--- src/rtl/cs_seq_if.sv ---
// Handshake bundle for cs_seq: command input, init chain, ADC loop, UDP tx and status.
// Handshakes: every fs is a level held high until its fd is sampled high; the fd is accepted on that edge.
interface cs_seq_if #(
  parameter int NUM_INIT = 5,
  parameter int DEV_W    = 3,
  parameter int CNT_W    = 8
);
  logic                fs_udp_rx;
  logic                fs_adc;
  logic [CNT_W-1:0]    pkt_num;
  logic                dev_grp;
  logic [DEV_W-1:0]    dev_num_ext;
  logic [NUM_INIT-1:0] fs_init;
  logic [NUM_INIT-1:0] fd_init;
  logic                fs_adc_conf;
  logic                fd_adc_conf;
  logic                fs_adc_read;
  logic                fd_adc_read;
  logic                fs_adc_fifo;
  logic                fd_adc_fifo;
  logic                fs_udp_tx;
  logic                fd_udp_tx;
  logic [DEV_W-1:0]    dev_num;
  logic [1:0]          main_state;
  logic                err;
  logic [2:0]          err_code;
  logic [2:0]          adc_state_dbg;
  logic                mac_state_dbg;

  modport master (
    input  fs_udp_rx, fs_adc, pkt_num, dev_grp, dev_num_ext,
    input  fd_init, fd_adc_conf, fd_adc_read, fd_adc_fifo, fd_udp_tx,
    output fs_init, fs_adc_conf, fs_adc_read, fs_adc_fifo, fs_udp_tx,
    output dev_num, main_state, err, err_code, adc_state_dbg, mac_state_dbg
  );

  modport slave (
    output fs_udp_rx, fs_adc, pkt_num, dev_grp, dev_num_ext,
    output fd_init, fd_adc_conf, fd_adc_read, fd_adc_fifo, fd_udp_tx,
    input  fs_init, fs_adc_conf, fs_adc_read, fs_adc_fifo, fs_udp_tx,
    input  dev_num, main_state, err, err_code, adc_state_dbg, mac_state_dbg
  );
endinterface

--- src/rtl/cs_seq.sv ---
// MAC-RX command/sequence controller: N-stage init chain, per-tick ADC loop, packetised UDP tx,
// with watchdog, overrun and packet-drop reporting.
module cs_seq #(
  parameter int NUM_INIT = 5,
  parameter int NUM_DEV  = 8,
  parameter int CNT_W    = 8,
  parameter int TO_W     = 16,
  parameter int DEV_W    = $clog2(NUM_DEV)
) (
  input  logic     clk,
  input  logic     rst,
  cs_seq_if.master bus
);
  localparam int SW = (NUM_INIT > 1) ? $clog2(NUM_INIT) : 1;
  localparam logic [SW-1:0]    LAST_STAGE = SW'(NUM_INIT - 1);
  localparam logic [DEV_W-1:0] LAST_DEV   = DEV_W'(NUM_DEV - 1);
  localparam logic [TO_W-1:0]  WD_MAX     = '1;

  typedef enum logic [1:0] {M_IDLE = 2'd0, M_INIT = 2'd1, M_WORK = 2'd2, M_ERR = 2'd3} main_e;
  typedef enum logic [2:0] {A_IDLE, A_CONF, A_WAIT, A_READ, A_FIFO} adc_e;
  typedef enum logic {T_PREP, T_SEND} mac_e;

  main_e main_q, main_d;
  adc_e  adc_q, adc_d;
  mac_e  mac_q, mac_d;
  logic [SW-1:0]       stage_q, stage_d;
  logic [NUM_INIT-1:0] fs_init_q, fs_init_d;
  logic                conf_q, conf_d, read_q, read_d, fifo_q, fifo_d, tx_q, tx_d;
  logic [CNT_W-1:0]    cnt_q, cnt_d, lim_q, lim_d;
  logic                pend_q, pend_d;
  logic [DEV_W-1:0]    dev_q, dev_d;
  logic [2:0]          err_code_q, err_code_d;
  logic                prev_q, prev_d;
  logic [TO_W-1:0]     wd_q, wd_d;

  logic edge_seen, fd_acc, fs_held, fs_rise, sample_done;

  assign edge_seen = bus.fs_adc & ~prev_q;
  assign fs_held   = (fs_init_q != '0) | conf_q | read_q | fifo_q | tx_q;
  assign fd_acc    = (main_q == M_INIT && fs_init_q != '0 && bus.fd_init[stage_q])
                   | (adc_q == A_CONF && bus.fd_adc_conf)
                   | (adc_q == A_READ && bus.fd_adc_read)
                   | (adc_q == A_FIFO && bus.fd_adc_fifo)
                   | (mac_q == T_SEND && bus.fd_udp_tx);

  always_comb begin
    main_d     = main_q;
    adc_d      = adc_q;
    mac_d      = mac_q;
    stage_d    = stage_q;
    fs_init_d  = fs_init_q;
    conf_d     = conf_q;
    read_d     = read_q;
    fifo_d     = fifo_q;
    tx_d       = tx_q;
    cnt_d      = cnt_q;
    lim_d      = lim_q;
    pend_d     = pend_q;
    dev_d      = dev_q;
    err_code_d = err_code_q;
    prev_d     = bus.fs_adc;
    wd_d       = wd_q;
    sample_done = 1'b0;
    fs_rise     = 1'b0;

    case (main_q)
      M_INIT: begin
        if (fs_init_q == '0) begin
          fs_init_d = NUM_INIT'(1) << stage_q;
        end else if (bus.fd_init[stage_q]) begin
          if (stage_q == LAST_STAGE) begin
            fs_init_d = '0;
            main_d    = M_WORK;
            lim_d     = (bus.pkt_num == '0) ? CNT_W'(1) : bus.pkt_num;
          end else begin
            stage_d   = stage_q + 1'b1;
            fs_init_d = fs_init_q << 1;
          end
        end
      end
      M_WORK: begin
        case (adc_q)
          A_IDLE: begin adc_d = A_CONF; conf_d = 1'b1; end
          A_CONF: if (bus.fd_adc_conf) begin adc_d = A_WAIT; conf_d = 1'b0; end
          A_WAIT: if (edge_seen) begin
            adc_d  = A_READ;
            read_d = 1'b1;
            dev_d  = (dev_q == LAST_DEV) ? '0 : dev_q + 1'b1;
          end
          A_READ: if (bus.fd_adc_read) begin adc_d = A_FIFO; read_d = 1'b0; fifo_d = 1'b1; end
          A_FIFO: if (bus.fd_adc_fifo) begin adc_d = A_WAIT; fifo_d = 1'b0; sample_done = 1'b1; end
          default: adc_d = A_IDLE;
        endcase
        // A tick arriving while a handshake is still open is lost, not queued.
        if (edge_seen && (adc_q == A_CONF || adc_q == A_READ || adc_q == A_FIFO))
          err_code_d[1] = 1'b1;
        if (mac_q == T_PREP) begin
          if (pend_q) begin mac_d = T_SEND; tx_d = 1'b1; pend_d = 1'b0; end
        end else if (bus.fd_udp_tx) begin
          mac_d = T_PREP;
          tx_d  = 1'b0;
        end
        if (sample_done) begin
          if (cnt_q + CNT_W'(1) == lim_q) begin
            cnt_d = '0;
            // Pending is only still owned here if the sender is busy; otherwise it is consumed this cycle.
            if (pend_q && mac_q == T_SEND) err_code_d[2] = 1'b1;
            else pend_d = 1'b1;
          end else begin
            cnt_d = cnt_q + CNT_W'(1);
          end
        end
      end
      default: ;
    endcase

    if ((main_q == M_INIT || main_q == M_WORK) && wd_q == WD_MAX && fs_held && !fd_acc) begin
      main_d        = M_ERR;
      fs_init_d     = '0;
      conf_d        = 1'b0;
      read_d        = 1'b0;
      fifo_d        = 1'b0;
      tx_d          = 1'b0;
      adc_d         = A_IDLE;
      mac_d         = T_PREP;
      err_code_d[0] = 1'b1;
    end

    if (bus.fs_udp_rx) begin
      main_d     = M_INIT;
      stage_d    = '0;
      fs_init_d  = '0;
      conf_d     = 1'b0;
      read_d     = 1'b0;
      fifo_d     = 1'b0;
      tx_d       = 1'b0;
      adc_d      = A_IDLE;
      mac_d      = T_PREP;
      cnt_d      = '0;
      pend_d     = 1'b0;
      dev_d      = '0;
      err_code_d = '0;
    end

    fs_rise = ((fs_init_d & ~fs_init_q) != '0) | (conf_d & ~conf_q) | (read_d & ~read_q)
            | (fifo_d & ~fifo_q) | (tx_d & ~tx_q);
    if (fs_rise || fd_acc) wd_d = '0;
    else if (wd_q != WD_MAX) wd_d = wd_q + 1'b1;
  end

  always_ff @(posedge clk) begin
    if (rst) begin
      main_q     <= M_IDLE;
      adc_q      <= A_IDLE;
      mac_q      <= T_PREP;
      stage_q    <= '0;
      fs_init_q  <= '0;
      conf_q     <= 1'b0;
      read_q     <= 1'b0;
      fifo_q     <= 1'b0;
      tx_q       <= 1'b0;
      cnt_q      <= '0;
      lim_q      <= CNT_W'(1);
      pend_q     <= 1'b0;
      dev_q      <= '0;
      err_code_q <= '0;
      prev_q     <= 1'b1;
      wd_q       <= '0;
    end else begin
      main_q     <= main_d;
      adc_q      <= adc_d;
      mac_q      <= mac_d;
      stage_q    <= stage_d;
      fs_init_q  <= fs_init_d;
      conf_q     <= conf_d;
      read_q     <= read_d;
      fifo_q     <= fifo_d;
      tx_q       <= tx_d;
      cnt_q      <= cnt_d;
      lim_q      <= lim_d;
      pend_q     <= pend_d;
      dev_q      <= dev_d;
      err_code_q <= err_code_d;
      prev_q     <= prev_d;
      wd_q       <= wd_d;
    end
  end

  assign bus.fs_init       = fs_init_q;
  assign bus.fs_adc_conf   = conf_q;
  assign bus.fs_adc_read   = read_q;
  assign bus.fs_adc_fifo   = fifo_q;
  assign bus.fs_udp_tx     = tx_q;
  assign bus.main_state    = main_q;
  assign bus.err_code      = err_code_q;
  assign bus.err           = |err_code_q;
  assign bus.dev_num       = bus.dev_grp ? bus.dev_num_ext : dev_q;
  assign bus.adc_state_dbg = adc_q;
  assign bus.mac_state_dbg = mac_q;
endmodule

--- src/flat_wrapper.sv ---
// flat-port wrapper written by rule: the top's interface ports become plain ports
module cs_seq_flat 
#(
  parameter int NUM_INIT = 5,
  parameter int NUM_DEV  = 8,
  parameter int CNT_W    = 8,
  parameter int TO_W     = 16,
  parameter int DEV_W    = $clog2(NUM_DEV)
)
  (clk, rst, bus_fs_udp_rx, bus_fs_adc, bus_pkt_num, bus_dev_grp, bus_dev_num_ext, bus_fd_init, bus_fd_adc_conf, bus_fd_adc_read, bus_fd_adc_fifo, bus_fd_udp_tx, bus_fs_init, bus_fs_adc_conf, bus_fs_adc_read, bus_fs_adc_fifo, bus_fs_udp_tx, bus_dev_num, bus_main_state, bus_err, bus_err_code, bus_adc_state_dbg, bus_mac_state_dbg);
  cs_seq_if #(.NUM_INIT(NUM_INIT), .DEV_W(DEV_W), .CNT_W(CNT_W)) bus_i ();
  input  logic clk;
  input  logic rst;
  input wire logic [$bits(bus_i.fs_udp_rx)-1:0] bus_fs_udp_rx;
  input wire logic [$bits(bus_i.fs_adc)-1:0] bus_fs_adc;
  input wire logic [$bits(bus_i.pkt_num)-1:0] bus_pkt_num;
  input wire logic [$bits(bus_i.dev_grp)-1:0] bus_dev_grp;
  input wire logic [$bits(bus_i.dev_num_ext)-1:0] bus_dev_num_ext;
  input wire logic [$bits(bus_i.fd_init)-1:0] bus_fd_init;
  input wire logic [$bits(bus_i.fd_adc_conf)-1:0] bus_fd_adc_conf;
  input wire logic [$bits(bus_i.fd_adc_read)-1:0] bus_fd_adc_read;
  input wire logic [$bits(bus_i.fd_adc_fifo)-1:0] bus_fd_adc_fifo;
  input wire logic [$bits(bus_i.fd_udp_tx)-1:0] bus_fd_udp_tx;
  output wire logic [$bits(bus_i.fs_init)-1:0] bus_fs_init;
  output wire logic [$bits(bus_i.fs_adc_conf)-1:0] bus_fs_adc_conf;
  output wire logic [$bits(bus_i.fs_adc_read)-1:0] bus_fs_adc_read;
  output wire logic [$bits(bus_i.fs_adc_fifo)-1:0] bus_fs_adc_fifo;
  output wire logic [$bits(bus_i.fs_udp_tx)-1:0] bus_fs_udp_tx;
  output wire logic [$bits(bus_i.dev_num)-1:0] bus_dev_num;
  output wire logic [$bits(bus_i.main_state)-1:0] bus_main_state;
  output wire logic [$bits(bus_i.err)-1:0] bus_err;
  output wire logic [$bits(bus_i.err_code)-1:0] bus_err_code;
  output wire logic [$bits(bus_i.adc_state_dbg)-1:0] bus_adc_state_dbg;
  output wire logic [$bits(bus_i.mac_state_dbg)-1:0] bus_mac_state_dbg;
  assign bus_i.fs_udp_rx = bus_fs_udp_rx;
  assign bus_i.fs_adc = bus_fs_adc;
  assign bus_i.pkt_num = bus_pkt_num;
  assign bus_i.dev_grp = bus_dev_grp;
  assign bus_i.dev_num_ext = bus_dev_num_ext;
  assign bus_i.fd_init = bus_fd_init;
  assign bus_i.fd_adc_conf = bus_fd_adc_conf;
  assign bus_i.fd_adc_read = bus_fd_adc_read;
  assign bus_i.fd_adc_fifo = bus_fd_adc_fifo;
  assign bus_i.fd_udp_tx = bus_fd_udp_tx;
  assign bus_fs_init = bus_i.fs_init;
  assign bus_fs_adc_conf = bus_i.fs_adc_conf;
  assign bus_fs_adc_read = bus_i.fs_adc_read;
  assign bus_fs_adc_fifo = bus_i.fs_adc_fifo;
  assign bus_fs_udp_tx = bus_i.fs_udp_tx;
  assign bus_dev_num = bus_i.dev_num;
  assign bus_main_state = bus_i.main_state;
  assign bus_err = bus_i.err;
  assign bus_err_code = bus_i.err_code;
  assign bus_adc_state_dbg = bus_i.adc_state_dbg;
  assign bus_mac_state_dbg = bus_i.mac_state_dbg;
  cs_seq #(.NUM_INIT(NUM_INIT), .NUM_DEV(NUM_DEV), .CNT_W(CNT_W), .TO_W(TO_W), .DEV_W(DEV_W)) u_core (.clk(clk), .rst(rst), .bus(bus_i));
endmodule
--- config.mk ---
export PLATFORM = sky130hd
export DESIGN_NAME = cs_seq_flat
export DESIGN_NICKNAME = d
export VERILOG_FILES = /design/src/rtl/cs_seq_if.sv /design/src/rtl/cs_seq.sv /design/src/flat_wrapper.sv
export SDC_FILE = /design/constraint.sdc
export NUM_CORES = 1
export LEC_CHECK = 0
export ABC_AREA = 1
export ABC_CLOCK_PERIOD_IN_PS = 1600
export CORE_ASPECT_RATIO = 1.75
export CORE_UTILIZATION = 49
export DETAILED_ROUTE_END_ITERATION = 12
export PLACE_DENSITY = 0.78
export SLEW_MARGIN = 10
export SYNTH_ARGS = -nofsm -noshare
export SYNTH_HDL_FRONTEND = slang
export SYNTH_SLANG_ARGS = --single-unit
--- constraint.sdc ---
create_clock -name clk -period 1.6 [get_ports clk]
set_input_delay 0.4 -clock clk [delete_from_list [all_inputs] [get_ports clk]]
set_output_delay 0.4 -clock clk [all_outputs]
set_load 0.005 [all_outputs]
# Word-level counts from Yosys, hierarchy flattened
# Index checks and enable logic that the tools add are counted.
# totals
regBits	58
in_bits	25
out_inout_bits	22
elab_cells	164
# classes
add_sub_neg	4
n_lt_le_gt_ge	1
n_eq_ne	17
shifts	1
mux	56
n_bitwise	26
reduce_logical	40
# op_table
cell	count
1-bit two-way mux	32
5-bit two-way mux	6
4-bit AND reduction	5
3-bit two-way mux	6
16-bit by 1-bit adder with 16-bit output, second input constant	1
16-bit == test, second input constant	1
8-bit two-way mux	2
16-bit inequality test, second input constant	1
3-bit case mux with 5 select lines	1
1-bit bitwise OR	12
1-bit logical AND	11
2-bit two-way mux	5
5-bit nonzero test	2
3-bit == test, second input constant	3
3-bit nonzero test	3
8-bit by 1-bit adder with 8-bit output, second input constant	1
8-bit == test	1
8-bit zero test	1
2-bit inequality test, second input constant	4
1-bit NOT	7
3-bit by 1-bit adder with 3-bit output, second input constant	2
3-bit by 2-bit == test with 1-bit output, second input constant	2
1-bit case mux with 2 select lines	3
2-bit nonzero test	3
20 further kinds	30

# Longest topological paths before layout
# Gate-level depths: netlist of run 1.
# logic_depth
word_depth	19
ltp_mapped	14
ltp_nobuf	13

# Worst setup path before layout of run 1
# No wires, ideal clock.
# synth_timing
path_kind	register to register
startpoint	register u_core.wd_q[0]
endpoint	register u_core.wd_q[13]
setup_time_ns	0.073
t_arrival_ns	1.714
required_time_ns	1.527
path_slack_ns	-0.187
stages_incl_launch_ff	13
n_path_buf	1
synth_period_minus_slack_ns	1.787
path_cell_list	dfxtp_1 ha_1 nand3_2 nor2_1 nand3_1 nor2_1 nand3_2 nand2_2 nor2_1 nand2_1 nand3_4 buf_6 nor3_2
# synth_via
elab_chain_cells	14
elab_cells_between_ends	28
cone_classes	1 x add/sub; 2 x eq/ne; 10 x mux; 9 x bitwise; 6 x reduce/logical
# synth_lines
item	line	text
start: declaration	cs_seq.sv:34	logic [TO_W-1:0] wd_q, wd_d;
start signal: assignment	cs_seq.sv:185	wd_q <= wd_d;
16-bit == test	cs_seq.sv:117	if ((main_q == M_INIT || main_q == M_WORK) && wd_q == WD_MAX && fs_held && !fd_acc) begin
1-bit logical AND (3 in series)	cs_seq.sv:117	
5-bit two-way mux	cs_seq.sv:117	
5-bit two-way mux	cs_seq.sv:129	if (bus.fs_udp_rx) begin
5-bit bitwise AND	cs_seq.sv:145	fs_rise = ((fs_init_d & ~fs_init_q) != '0) | (conf_d & ~conf_q) | (read_d & ~read_q)
5-bit nonzero test	cs_seq.sv:145	
1-bit bitwise OR (2 in series)	cs_seq.sv:145	
1-bit bitwise OR (2 in series)	cs_seq.sv:146	| (fifo_d & ~fifo_q) | (tx_d & ~tx_q);
1-bit logical OR	cs_seq.sv:147	if (fs_rise || fd_acc) wd_d = '0;
2-bit OR reduction (no source line)	--	
# Several ways; a longest one is shown, not always the timed one.
# A chain may end at the register's enable or synchronous reset.

# Final worst setup path of run 1
# layout_timing
startpoint	register u_core.fs_init_q[0], in the netlist u_core.bus.fs_init[0]
endpoint	register u_core.wd_q[15]
# layout_via
elab_chain_cells	19
elab_cells_between_ends	42
cone_classes	14 x mux; 18 x bitwise; 10 x reduce/logical
# layout_lines
item	line	text
start: declaration	cs_seq.sv:27	logic [NUM_INIT-1:0] fs_init_q, fs_init_d;
start signal: assignment	cs_seq.sv:174	fs_init_q <= fs_init_d;
5-bit nonzero test	cs_seq.sv:39, cs_seq.sv:40	
1-bit logical AND (2 in series)	cs_seq.sv:40	assign fd_acc = (main_q == M_INIT && fs_init_q != '0 && bus.fd_init[stage_q])
1-bit bitwise OR	cs_seq.sv:41	| (adc_q == A_CONF && bus.fd_adc_conf)
1-bit bitwise OR	cs_seq.sv:42	| (adc_q == A_READ && bus.fd_adc_read)
1-bit bitwise OR	cs_seq.sv:43	| (adc_q == A_FIFO && bus.fd_adc_fifo)
1-bit bitwise OR	cs_seq.sv:44	| (mac_q == T_SEND && bus.fd_udp_tx);
1-bit zero test	cs_seq.sv:117	
1-bit logical AND	cs_seq.sv:117	
5-bit two-way mux	cs_seq.sv:117	
5-bit two-way mux	cs_seq.sv:129	
5-bit bitwise AND	cs_seq.sv:145	
5-bit nonzero test	cs_seq.sv:145	
1-bit bitwise OR (2 in series)	cs_seq.sv:145	
1-bit bitwise OR (2 in series)	cs_seq.sv:146	
1-bit logical OR (*)	cs_seq.sv:147	
2-bit OR reduction (no source line) (*)	--	
# Mark *: on every way between the ends. The rest lies on a longest branch, timed or not.

==> run summary, run 1 <==
The flow ran to the end, but the final reports show violations. The final reports fail on negative setup slack. The multiplexer fraction of the synthesized cell area came out at 0.003064. The count of unique library cells instantiated by Yosys came out at 33. The buffer depth of the longest clock path is 2. The top routing layer in use is met4.

The initial antenna violation count was 0. The top cell types in the final layout, fill and taps aside, are buf_4, nand2_1, inv_1, nor2_1, dfxtp_1. Once placement finished, the instance area stood at 4717 um2. The final standard cell count with taps included and fillers excluded is 745. The worst-case headroom to the max-slew limit came out at 0.6892. Summing all flip-flop and latch instances after layout gives 1217 um2. For this run, the register share of the synthesized area comes to 0.3554. The pin count of the biggest net entering global routing came out at 16.

The total number of placement rows is 39. The number of violations of the max-capacitance limit came out at 0. The post-synthesis area per instance came out at 6.981 um2.

The total overflow left after global routing is 0. The port buffer count is 46. The starting DRC count in detailed routing came out at 672. The via-per-instance ratio is 6.497. The final layout net count is 695.

Data on the critical path arrives at its endpoint at 2.41 ns. The horizontal die dimension came out at 63.73 um. The antenna violation net count after detailed routing is 0. The number of primary I/O pins is 47. The final routed wirelength across all metal layers came out at 18190 um. The setup check on the worst reg-to-reg path leaves a slack of -0.56 ns. The area growth from synthesis to layout is 85.41%. The post-route met1 wirelength is 5927 um. The fmax is 0.4639 GHz.

The final design area excluding fillers came out at 6057 um2. The total core area came out at 6490 um2. The setup path with the least slack is of type flop to flop. The required arrival time at the worst endpoint came out at 1.85 ns.

The clock buffer count from CTS is 9. The share of the core filled with cells in the final layout came out at 0.9333. The post-cts hold buffer count is 0.

The adder and majority cell fraction of the synthesized area is 0.04213. The final weighted congestion in routability-driven placement is 0.8958. The final route contains 4840 vias. The number of slew-limit violations in the final report is 0. For the final routed database, the setup TNS stands at -17.24 ns.

The worst setup path is captured at a flop. The number of fillers in the final layout is 211. Yosys printed 0 warnings. The initial utilization of the core area, before any placement, comes to 0.5034. The post-route clock period utilization is 1.347. The critical path startpoint category is a flop.

The antenna cell count came out at 0. For this design the static power due to leakage is 2.709 nW. The slew at the pin closest to its max-slew limit came out at 0.4614 ns. The largest fanout on the critical path is 8. The floorplan die height is 110.0 um.

The net count of the mapped netlist came out at 504. The post-layout worst setup margin came out at -0.5555 ns. The area fraction in compound gates after synthesis is 0.1069. The worst hold slack came out at 0.3957 ns. The maximum ir drop on the vdd rail is 0.7801 mV. The fraction of final layout cells sized beyond drive strength 1 is 0.5128. The hold violation count in the final report came out at 0. For this run, design rule violations remaining after detail routing come to 0. The final critical-path required period came out at 2.155 ns. The gate count of the mapped netlist is 468. The final HPWL from detailed placement came out at 7025 um. Leaving out fill and tap cells, the most frequent cell in the layout is buf_4. The tree is rooted in a clkbuf_16. In the final layout, the multi-input gates occupy 2539 um2. The total routing usage reported by global routing came out at 0.4139. The count of final setup violators is 61.

The first global-routing pass estimated 21590 um of wire. In the detailed route, the total length drawn on met3 is 1752 um. The die area is 7011 um2. Summing internal, switching and leakage power gives 4.275 mW. Of the total synthesized cell area, the portion taken by AND, OR, NAND and NOR gates is 0.3420.

The insertion delay to the later sink of the worst-skew pair came out at 0.35 ns. The path class of the tightest hold or removal check is input port to flop. The largest family of logic cells by synthesized area is simple AND/OR/NAND/NOR gates. The placement-stage worst setup slack came out at -0.6972 ns. The wire length on met2 came out at 8452 um. The number of global-route vias before repair came out at 4437.

TritonCTS built the clock tree. Setup repair after global routing could not meet its margin everywhere. The register clock-pin slew on the reported worst setup and hold paths came out at 0.05 ns. The pre-antenna-repair detailed-routing pass consisted of 8 iterations.

Counting every sink on the clock net gives 58. The number of levels the H-tree was split into is 3. The cell area power density came out at 705.7 nW/um2. The clock arrives with 0.01011 ns of skew.

The routed length per instance is 24.42 um. Summing every instance area after synthesis gives 3267 um2. Of the total synthesized cell area, the portion taken by XOR and XNOR cells is 0.06166. The cell count after placement is 695. Counting flops and latches in the post-synthesis netlist gives 58.
## cell type report
class                   instances  share of cell area
well taps                      82             0.01694
clock buffers                  12             0.03904
inverters                      67             0.04421
multi-input cells             338              0.4191
clock inverters                 3             0.01074
repair inverters                1            0.001033
repair buffers                184              0.2679
flip-flops and latches         58              0.2010
## path summary, 6_finish.rpt
path | cells after the start | end | from
hold reg to reg | 2 | u_core.lim_q[4]$_SDFFE_PP0P_ | u_core.lim_q[4]$_SDFFE_PP0P_
setup / recovery | 12 | u_core.wd_q[15]$_SDFFE_PP0N_ | u_core.bus.fs_init[0]$_SDFF_PP0_
hold / removal | 3 | u_core.prev_q$_SDFF_PP1_ | bus_fs_adc
setup reg to reg | 12 | u_core.wd_q[15]$_SDFFE_PP0N_ | u_core.bus.fs_init[0]$_SDFF_PP0_
## registers in the layout (all words and copies together), names as in the netlist, 2 cells and up
name	flops
u_core.wd_q	16
u_core.cnt_q	8
u_core.lim_q	8
u_core.bus.fs_init	5
u_core.bus.adc_state_dbg	3
u_core.bus.err_code	3
u_core.dev_q	3
u_core.stage_q	3
u_core.bus.main_state	2
## power by group
group	switching, mW	leakage, nW	internal [mW]
logic	0.405	2.08	0.320
clock network	0.728	0.147	1.35
registers	0.0175	0.484	1.45
## synth_stat cells, drive strengths merged
cell type  instances  area, um2
nand4             10      62.56
clkbuf             3      11.26
o211ai             1      7.510
buf                3      27.52
dfxtp             58       1161
nor2              64      245.2
nand2             98      382.9
nor4               2      18.77
nor3              27      196.5
nand3             30      177.7
xnor2              8      70.07
or3                1      6.260
or2                2      12.51
xor2              15      131.4
a31o               1      8.760
o22ai              2      12.51
nor3b              2      15.01
mux2i              1      10.01
inv               67      251.5
a211oi             3      22.52
ha                11      137.6
a31oi              2      12.51
a21oi             36      180.2
o21ai             21      105.1
## timing repair
action / CTS / global route
cloned: 3 / 1
setup endpoints to repair: 70 / 59
buffers inserted: 15 / 19
resized for setup: 132 / 121
endpoints found under the hold margin: 0 / 0
pin swaps: 43 / 52
## kinds of logic (layout without fill, tap and decap cells)
logic type	count (synthesis)	in the layout
AOI/OAI and AO/OA	66	66
muxes	1	1
adders and majority gates	11	11
and+or+nand+nor	236	237
buffers and inverters	73	267
DFF	58	58
xor gates and xnor gates	23	23
## critical path: stages (launching register included)
cell	delay [ns]
dfxtp_1	0.34
nor2_1	0.12
nand4_1	0.08
buf_4	0.17
buf_4	0.14
nor3_1	0.25
a21oi_1	0.14
nand3_1	0.12
nand2_1	0.08
nand2_2	0.15
nand2_4	0.10
buf_16	0.17
nor3_2	0.20
## layer usage
metal | up-vias | global-route usage
li1 | 1916 | -
met3 | 220 | 0.09877
met5 | - | 0
met4 | 0 | 0.3782
met1 | 2228 | 0.4010
met2 | 476 | 0.7188
(Power assumes the default switching activity.)
==> run 2: changes to the inputs <==
--- a/config.mk
+++ b/config.mk
@@ -8,9 +8,10 @@
 export ABC_AREA = 1
 export ABC_CLOCK_PERIOD_IN_PS = 1600
 export CORE_ASPECT_RATIO = 1.75
-export CORE_UTILIZATION = 49
+export CORE_UTILIZATION = 51
+export CTS_BUF_LIST = sky130_fd_sc_hd__clkbuf_2
 export DETAILED_ROUTE_END_ITERATION = 12
-export PLACE_DENSITY = 0.78
+export PLACE_DENSITY = 0.8
 export SLEW_MARGIN = 10
 export SYNTH_ARGS = -nofsm -noshare
 export SYNTH_HDL_FRONTEND = slang
==> constraint.sdc (replaced) <==
create_clock -name clk -period 1.6 [get_ports clk]
set_input_delay 0.4 -clock clk [delete_from_list [all_inputs] [get_ports clk]]
set_output_delay 0.4 -clock clk [all_outputs]
set_load 0.02 [all_outputs]
==> run 2 against run 1 <==
Sequential share of layout area up 1.7 points. Non-clock buffer count down 10. Highest routed layer unchanged. Largest cell class unchanged. The run still ends with negative setup slack left. Hold slack better by 0.098 ns. First-iteration DRC count down 21%. Final cell count down 1.5%.
==> run summary, run 2 (synthesized netlist as in run 1, its figures left out) <==
The run finished, with violations left. The checks that failed: negative setup slack. The largest fanout on the critical path came out at 4 (-4). The remaining global-route overflow came out at 0 (unchanged). The library cells used most frequently in the layout, excluding fill and tap cells, are buf_4, nand2_1, inv_1, nor2_1, dfxtp_1.

The number of vias after detailed routing came out at 4601 (-4.9%). The cell at the root of the clock tree is clkbuf_2. TritonCTS built the clock tree. The signal on the critical path passes through ha_4, nand3_4, buf_4, buf_4, nor4_2, buf_4, nor2_1, nor3_2. The pin count of the biggest net entering global routing is 16 (unchanged). The fraction of final layout cells sized beyond drive strength 1 came out at 0.5291 (+0.01623). The number of violations of the max-capacitance limit is 0 (unchanged). The clock buffer count from CTS came out at 9 (unchanged).

From synthesis to final layout, the design area changed by 71.96%. The buffer depth of the longest clock path is 2 (unchanged). Setup repair after global routing could not meet its margin everywhere.

The register name with the most flops is u_core.wd_q. The final critical-path required period came to 2.183 ns (+0.02741 ns). The starting DRC count in detailed routing is 528 (-21%). The insertion delay to the later sink of the worst-skew pair came out at 0.56 ns (+0.21 ns). The number of slew-limit violations in the final report was 0 (unchanged). The post-layout worst setup margin came out at -0.5829 ns (-0.02741 ns).

The number of global-route vias before repair is 4165 (-6.1%). The placement-stage worst setup slack came out at -0.6673 ns (+0.02982 ns). The post-route DRC violation count came to 0 (unchanged). The post-route clock period utilization came out at 1.364 (+0.01713). The hold violation count in the final report is 0 (unchanged).

The count of final setup violators came out at 61 (unchanged). The final routed wirelength across all metal layers came out at 16180 um (-11%). The signal arrival time at the worst endpoint came to 2.66 ns (+0.25 ns). The fmax is 0.4581 GHz (-1.3%). The die area came to 6742 um2 (-3.8%).

By startpoint and endpoint, the worst setup path is classified as flop to flop. The total routing usage reported by global routing is 0.3546 (-0.05935). The final weighted congestion in routability-driven placement came out at 0.9280 (+3.6%). The first-pass detailed-route iteration total came out at 9 (+1). The largest registers in the layout are u_core.wd_q: 16 flops, u_core.cnt_q: 8 flops, u_core.lim_q: 8 flops.

Among all stages on the critical path, the largest delay is contributed by nor4_2. The most numerous cell type found on the critical path is buf_4. The number of sinks driven by the clock tree came out at 58 (unchanged). The worst setup path is captured at a flop.

The initial antenna violation count came out at 0 (unchanged). The routed length per instance came out at 22.05 um (-9.7%). The flip-flop count of the largest register after layout came out at 16 (unchanged).

The worst clock skew is 0.05879 ns (+0.04868 ns). The post-cts hold buffer count is 0 (unchanged). The first-pass GRT wire length is 18430 um (-15%).

The slew at the pin closest to its max-slew limit came out at 0.6406 ns (+0.1792 ns). The required arrival time at the worst endpoint came out at 2.07 ns (+0.22 ns). The cell area power density came out at 548.2 nW/um2 (-22%).

The total number of placement rows came out at 38 (-2.6%). The total core area came out at 6181 um2 (-4.8%). STA classifies the critical path startpoint as a flop. The delay of the slowest cell on the worst path is 0.61 ns (+0.27 ns). The register clock-pin slew on the reported worst setup and hold paths is 0.19 ns (+0.14 ns). The port buffer count is 46 (unchanged). The antenna violation net count after detailed routing is 0 (unchanged). The antenna cell count is 0 (unchanged). The leakage power summed over all cells came out at 2.472 nW (-8.8%). The number of levels the H-tree was split into is 3 (unchanged).

The via-per-instance ratio came out at 6.268 (-3.5%). The final layout net count was 685 (-1.4%). The initial cell density of the core came to 0.5285 (+0.02517). The library cell used most frequently in the layout, excluding fill and tap cells, is buf_4. The share of the core filled with cells in the final layout was 0.9089 (-0.02439). The number of primary I/O pins came out at 47 (unchanged). The final HPWL from detailed placement came out at 7534 um (+7.3%). The floorplan die height is 107.9 um (-1.9%). The post-route total power is 3.080 mW (-28%). The maximum ir drop on the vdd rail came out at 1.003 mV (+29%).

The horizontal die dimension came out at 62.50 um (-1.9%). The worst-case headroom to the max-slew limit came out at 0.5694 (-0.1198). The tightest min-delay check is of the flop to flop type.
[run 2: final timing paths]
check	startpoint	end	slack [ns]	depth (start not counted)
worst min-delay path	u_core.dev_q[1]$_SDFFE_PP0P_	u_core.dev_q[1]$_SDFFE_PP0P_	0.49	2
worst min register to register	u_core.dev_q[1]$_SDFFE_PP0P_	u_core.dev_q[1]$_SDFFE_PP0P_	0.49	2
worst max-delay path	u_core.wd_q[0]$_SDFFE_PP0N_	u_core.wd_q[14]$_SDFFE_PP0N_	-0.58	8
worst max register to register	u_core.wd_q[0]$_SDFFE_PP0N_	u_core.wd_q[14]$_SDFFE_PP0N_	-0.58	8
[run 2: critical path, delay by kind of cell, from the launching register on]
family	cells	cell delay (ns)
adders and majority gates	1	0.16
DFF	1	0.41
and+or+nand+nor	4	0.98
buffers and inverters	3	0.56
[run 2: cell type report]
cell class,instances,area [um2]
multi-input combinational,338,2451
sequential,58,1224
timing repair inverter,1,8.758
clock buffer,11,55.05
inverter,67,275.3
tap,80,100.1
timing repair buffer,174,1458
clock inverter,5,46.29
fill,209,563.0
[run 2: power by group]
group          switching, mW  internal (mW)  total [mW]
registers             0.0196           1.45        1.47
logic                  0.361          0.291       0.652
clock network          0.601          0.357       0.957
[run 2: what timing repair did]
action	4_1_cts	5_1_grt
pin swaps	25	38
endpoints found under the setup margin	73	64
cloned	2	1
gates resized for setup	162	128
setup buffers	10	13
[run 2: routing by layer]
metal  part of all wire  GRT usage
met5                  0          0
met1               0.30     0.3095
met3              0.093    0.06780
met4               0.12     0.2857
met2               0.49     0.6832
[run 2: stage by stage]
step / cells / hold slack, ns / setup TNS, ns / cell area, um2
global route: 734 / 0.5111 / -19.30 / 5618
finish: 734 / 0.4940 / -16.72 / 5618
global placement: 692 / 0.4446 / -22.41 / 4721
detailed placement: 692 / 0.4532 / -25.22 / 4721
CTS: 720 / 0.4501 / -4.774 / 5125
floorplan: 468 / 0.4333 / -0.7413 / 3385
==> run 3: changes to the inputs <==
--- a/config.mk
+++ b/config.mk
@@ -10,6 +10,7 @@
 export CORE_ASPECT_RATIO = 1.75
 export CORE_UTILIZATION = 51
 export CTS_BUF_LIST = sky130_fd_sc_hd__clkbuf_2
+export CTS_CLUSTER_DIAMETER = 80
 export DETAILED_ROUTE_END_ITERATION = 12
 export PLACE_DENSITY = 0.8
 export SLEW_MARGIN = 10
==> constraint.sdc (replaced) <==
create_clock -name clk -period 1.6 [get_ports clk]
set_input_delay 0.4 -clock clk [delete_from_list [all_inputs] [get_ports clk]]
set_output_delay 0.4 -clock clk [all_outputs]
set_load 0.01 [all_outputs]
==> run 3 against run 2 <==
The run still ends with negative setup slack left. Count of clock-buffer cells in the layout increased by 1. Sequential cell count unchanged. Via count is 3.3% higher. Fmax fell by 14%. Setup slack lost 0.34 ns. Clock power decreased by 11%. Wire length grew 8.3%. Final area fell by 0.47%. Power is 2.7% lower. Clock skew fell by 0.011 ns. Critical endpoint is now u_core.wd_q[15]$_SDFFE_PP0N_. Largest cell class unchanged.
==> run summary, run 3 (synthesized netlist as in run 1, its figures left out) <==
The total number of placement rows is 38 (unchanged). The number of cells on the worst reg-to-reg path is 14 (+6). The maximum ir drop on the vdd rail was 0.7144 mV (-29%).

The flip-flop count of the largest register after layout came out at 16 (unchanged). The leakage power summed over all cells is 2.459 nW (-0.53%). The first-pass detailed-route iteration total was 7 (-2). The post-route total power is 2.997 mW (-2.7%). The count of final setup violators came out at 73 (+20%). The number of global-route vias before repair came to 4343 (+4.3%).

Relative to the synthesized area, the layout overhead comes to 71.16%. Setup repair after global routing could not meet its margin everywhere. The clock buffer count from CTS is 9 (unchanged). The post-route clock period utilization is 1.578 (+0.2140).

The antenna violation net count after detailed routing is 0 (unchanged). The number of vias after detailed routing is 4752 (+3.3%). The register clock-pin slew on the reported worst setup and hold paths is 0.18 ns (about the same). Leaving out fill and tap cells, the most frequent cell in the layout is buf_4. The via-per-instance ratio came out at 6.457 (+3.0%). The number of violations of the max-capacitance limit came out at 0 (unchanged). The routed length per instance came out at 23.80 um (+8.0%).

The die area is 6742 um2 (unchanged). The number of sinks driven by the clock tree is 58 (unchanged). The number of primary I/O pins is 47 (unchanged). The buffer depth of the longest clock path came out at 2 (unchanged). The final layout net count is 687 (+0.29%).

The flow ran to the end, but the final reports show violations. The setup slack on the worst flop-to-flop path is -0.93 ns (-0.34 ns). The initial antenna violation count came out at 0 (unchanged). The worst register-to-register path ends at u_core.wd_q[15]$_SDFFE_PP0N_. The post-layout worst setup margin came out at -0.9253 ns (-0.3424 ns). The worst hold path cell count came to 3 (+1). The post-route DRC violation count is 0 (unchanged).

The post-cts hold buffer count is 0 (unchanged). The fraction of final layout cells sized beyond drive strength 1 was 0.5091 (-0.01991). The largest registers in the layout are u_core.wd_q: 16 flops, u_core.cnt_q: 8 flops, u_core.lim_q: 8 flops. The worst-case headroom to the max-slew limit came out at 0.6573 (+0.08792). The cell at the root of the clock tree is clkbuf_2. The initial cell density of the core is 0.5285 (unchanged). TritonCTS built the clock tree. The pin count of the biggest net entering global routing was 17 (+1). The first-pass GRT wire length was 19960 um (+8.3%). The critical path in this run is classified as flop to flop.

The launch point of the worst reg-to-reg path is u_core.bus.main_state[1]$_SDFFE_PP0P_. In this run the worst hold path is classified as input port to flop. The final weighted congestion in routability-driven placement is 0.9421 (+1.5%).

The register with the most flip-flops in the final layout is u_core.wd_q. The worst setup path is captured at a flop. The top cell types in the final layout, fill and taps aside, are buf_4, nand2_1, inv_1, nor2_1, buf_6. The largest fanout on the critical path came out at 16 (+12). The horizontal die dimension is 62.50 um (unchanged). The number of slew-limit violations in the final report came to 0 (unchanged). The signal arrival time at the worst endpoint was 3.02 ns (+0.36 ns). The port buffer count is 46 (unchanged). The insertion delay to the later sink of the worst-skew pair is 0.60 ns (+0.04 ns). The checks that failed: negative setup slack. The post-detailed-placement cell area is 4687 um2 (-0.72%). The worst clock skew came out at 0.04774 ns (-0.01105 ns). The critical path startpoint category is a flop. The total core area is 6181 um2 (unchanged). The slew at the pin closest to its max-slew limit is 0.5122 ns (-0.1284 ns). The final routed wirelength across all metal layers came to 17520 um (+8.3%). The floorplan die height was 107.9 um (unchanged). The antenna cell count is 0 (unchanged). The total routing usage reported by global routing came to 0.3871 (+0.03257).

The hold violation count in the final report came out at 0 (unchanged). The final critical-path required period is 2.525 ns (+0.3424 ns). The final design area excluding fillers was 5592 um2 (-0.47%).

The number of levels the H-tree was split into came out at 3 (unchanged). The end point of the most critical hold path is u_core.prev_q$_SDFF_PP1_. The startpoint identified for the worst hold timing path is bus_fs_adc. The remaining global-route overflow was 0 (unchanged). The starting DRC count in detailed routing was 857 (+62%). The final HPWL from detailed placement is 7493 um (-0.55%). The fmax is 0.3960 GHz (-14%).

The worst hold slack is 0.4119 ns (-0.08203 ns). The cell area power density is 535.9 nW/um2 (-2.3%). The required arrival time at the worst endpoint is 2.09 ns (+0.02 ns).
[run 3: cell count changes in the layout (fill, tap and decap cells not counted), moves of 4 or more]
cell	delta
buf_4	-9
buf_6	+11
nand2_1	+6
nand3_1	+7
nand3_2	-7
o21ai_2	+4
[run 3: power breakdown]
group | switching [mW] | internal (mW) | total, mW | leakage (nW)
combinational | 0.374 | 0.292 | 0.666 | 1.91
clock | 0.645 | 0.211 | 0.856 | 0.0570
sequential | 0.0203 | 1.45 | 1.47 | 0.487
total | 1.04 | 1.96 | 3.00 | 2.46
[run 3: how the worst max path moves through the flow]
| stage | from | endpoint | slack [ns] | depth (start not counted) |
|---|---|---|---|---|
| CTS | u_core.stage_q[0]$_SDFFE_PP0P_ | u_core.wd_q[4]$_SDFFE_PP0N_ | -0.23 | 10 |
| finish | u_core.bus.main_state[1]$_SDFFE_PP0P_ | u_core.wd_q[15]$_SDFFE_PP0N_ | -0.93 | 14 |
| floorplan | u_core.wd_q[1]$_SDFFE_PP0N_ | u_core.wd_q[13]$_SDFFE_PP0N_ | -0.04 | 12 |
| global placement | bus_fd_init[1] | u_core.wd_q[0]$_SDFFE_PP0N_ | -0.54 | 14 |
| detailed placement | bus_fd_init[1] | u_core.wd_q[4]$_SDFFE_PP0N_ | -0.69 | 14 |
| global route | u_core.bus.main_state[0]$_SDFFE_PP0P_ | u_core.wd_q[1]$_SDFFE_PP0N_ | -0.99 | 14 |
[run 3: worst max-delay path: stages (launching register included)]
cell and delay (ns):
dfxtp_4 0.40, buf_6 0.12, ha_4 0.19, inv_4 0.08
nor2_2 0.04, nand2_2 0.11, o22ai_2 0.11, a21oi_1 0.21
nand2_1 0.11, nor2_1 0.23, nand2_1 0.22, nand2_1 0.17
nand2_2 0.08, buf_12 0.17, nor3_2 0.19
[run 3: per-stage QoR]
step	utilization	worst slack [ns]	std cells	setup TNS, ns
global route	0.9047	-0.9910	736	-29.18
CTS	0.8435	-0.2268	725	-5.079
global placement	0.7583	-0.5366	687	-23.04
finish	0.9047	-0.9253	736	-23.73
detailed placement	0.7583	-0.6936	687	-27.22
floorplan	-	-0.04327	468	-0.4560
[run 3: cell type report]
class,count,area (um2)
repair inverters,1,7.507
inverters,67,267.8
fillers,242,589.3
flip-flops and latches,58,1224
multi-input cells,337,2365
repair buffers,177,1548
clock inverters,4,20.02
well taps,80,100.1
clock buffers,12,60.06
[run 3: routing by layer]
metal / GRT usage / wire length (um) / vias to the layer above
li1: - / - / 1887
met1: 0.3632 / 5400 / 2163
met2: 0.6972 / 8203 / 477
met3: 0.08898 / 1952 / 225
met4: 0.3289 / 1962 / 0
met5: 0 / 0 / -
[run 3: what timing repair did]
action / CTS / global route
setup buffers: 22 / 14
gates cloned: 2 / 0
resized for setup: 175 / 100
pin swaps: 22 / 23
endpoints found under the setup margin: 73 / 70
endpoints found under the hold margin: 0 / 0
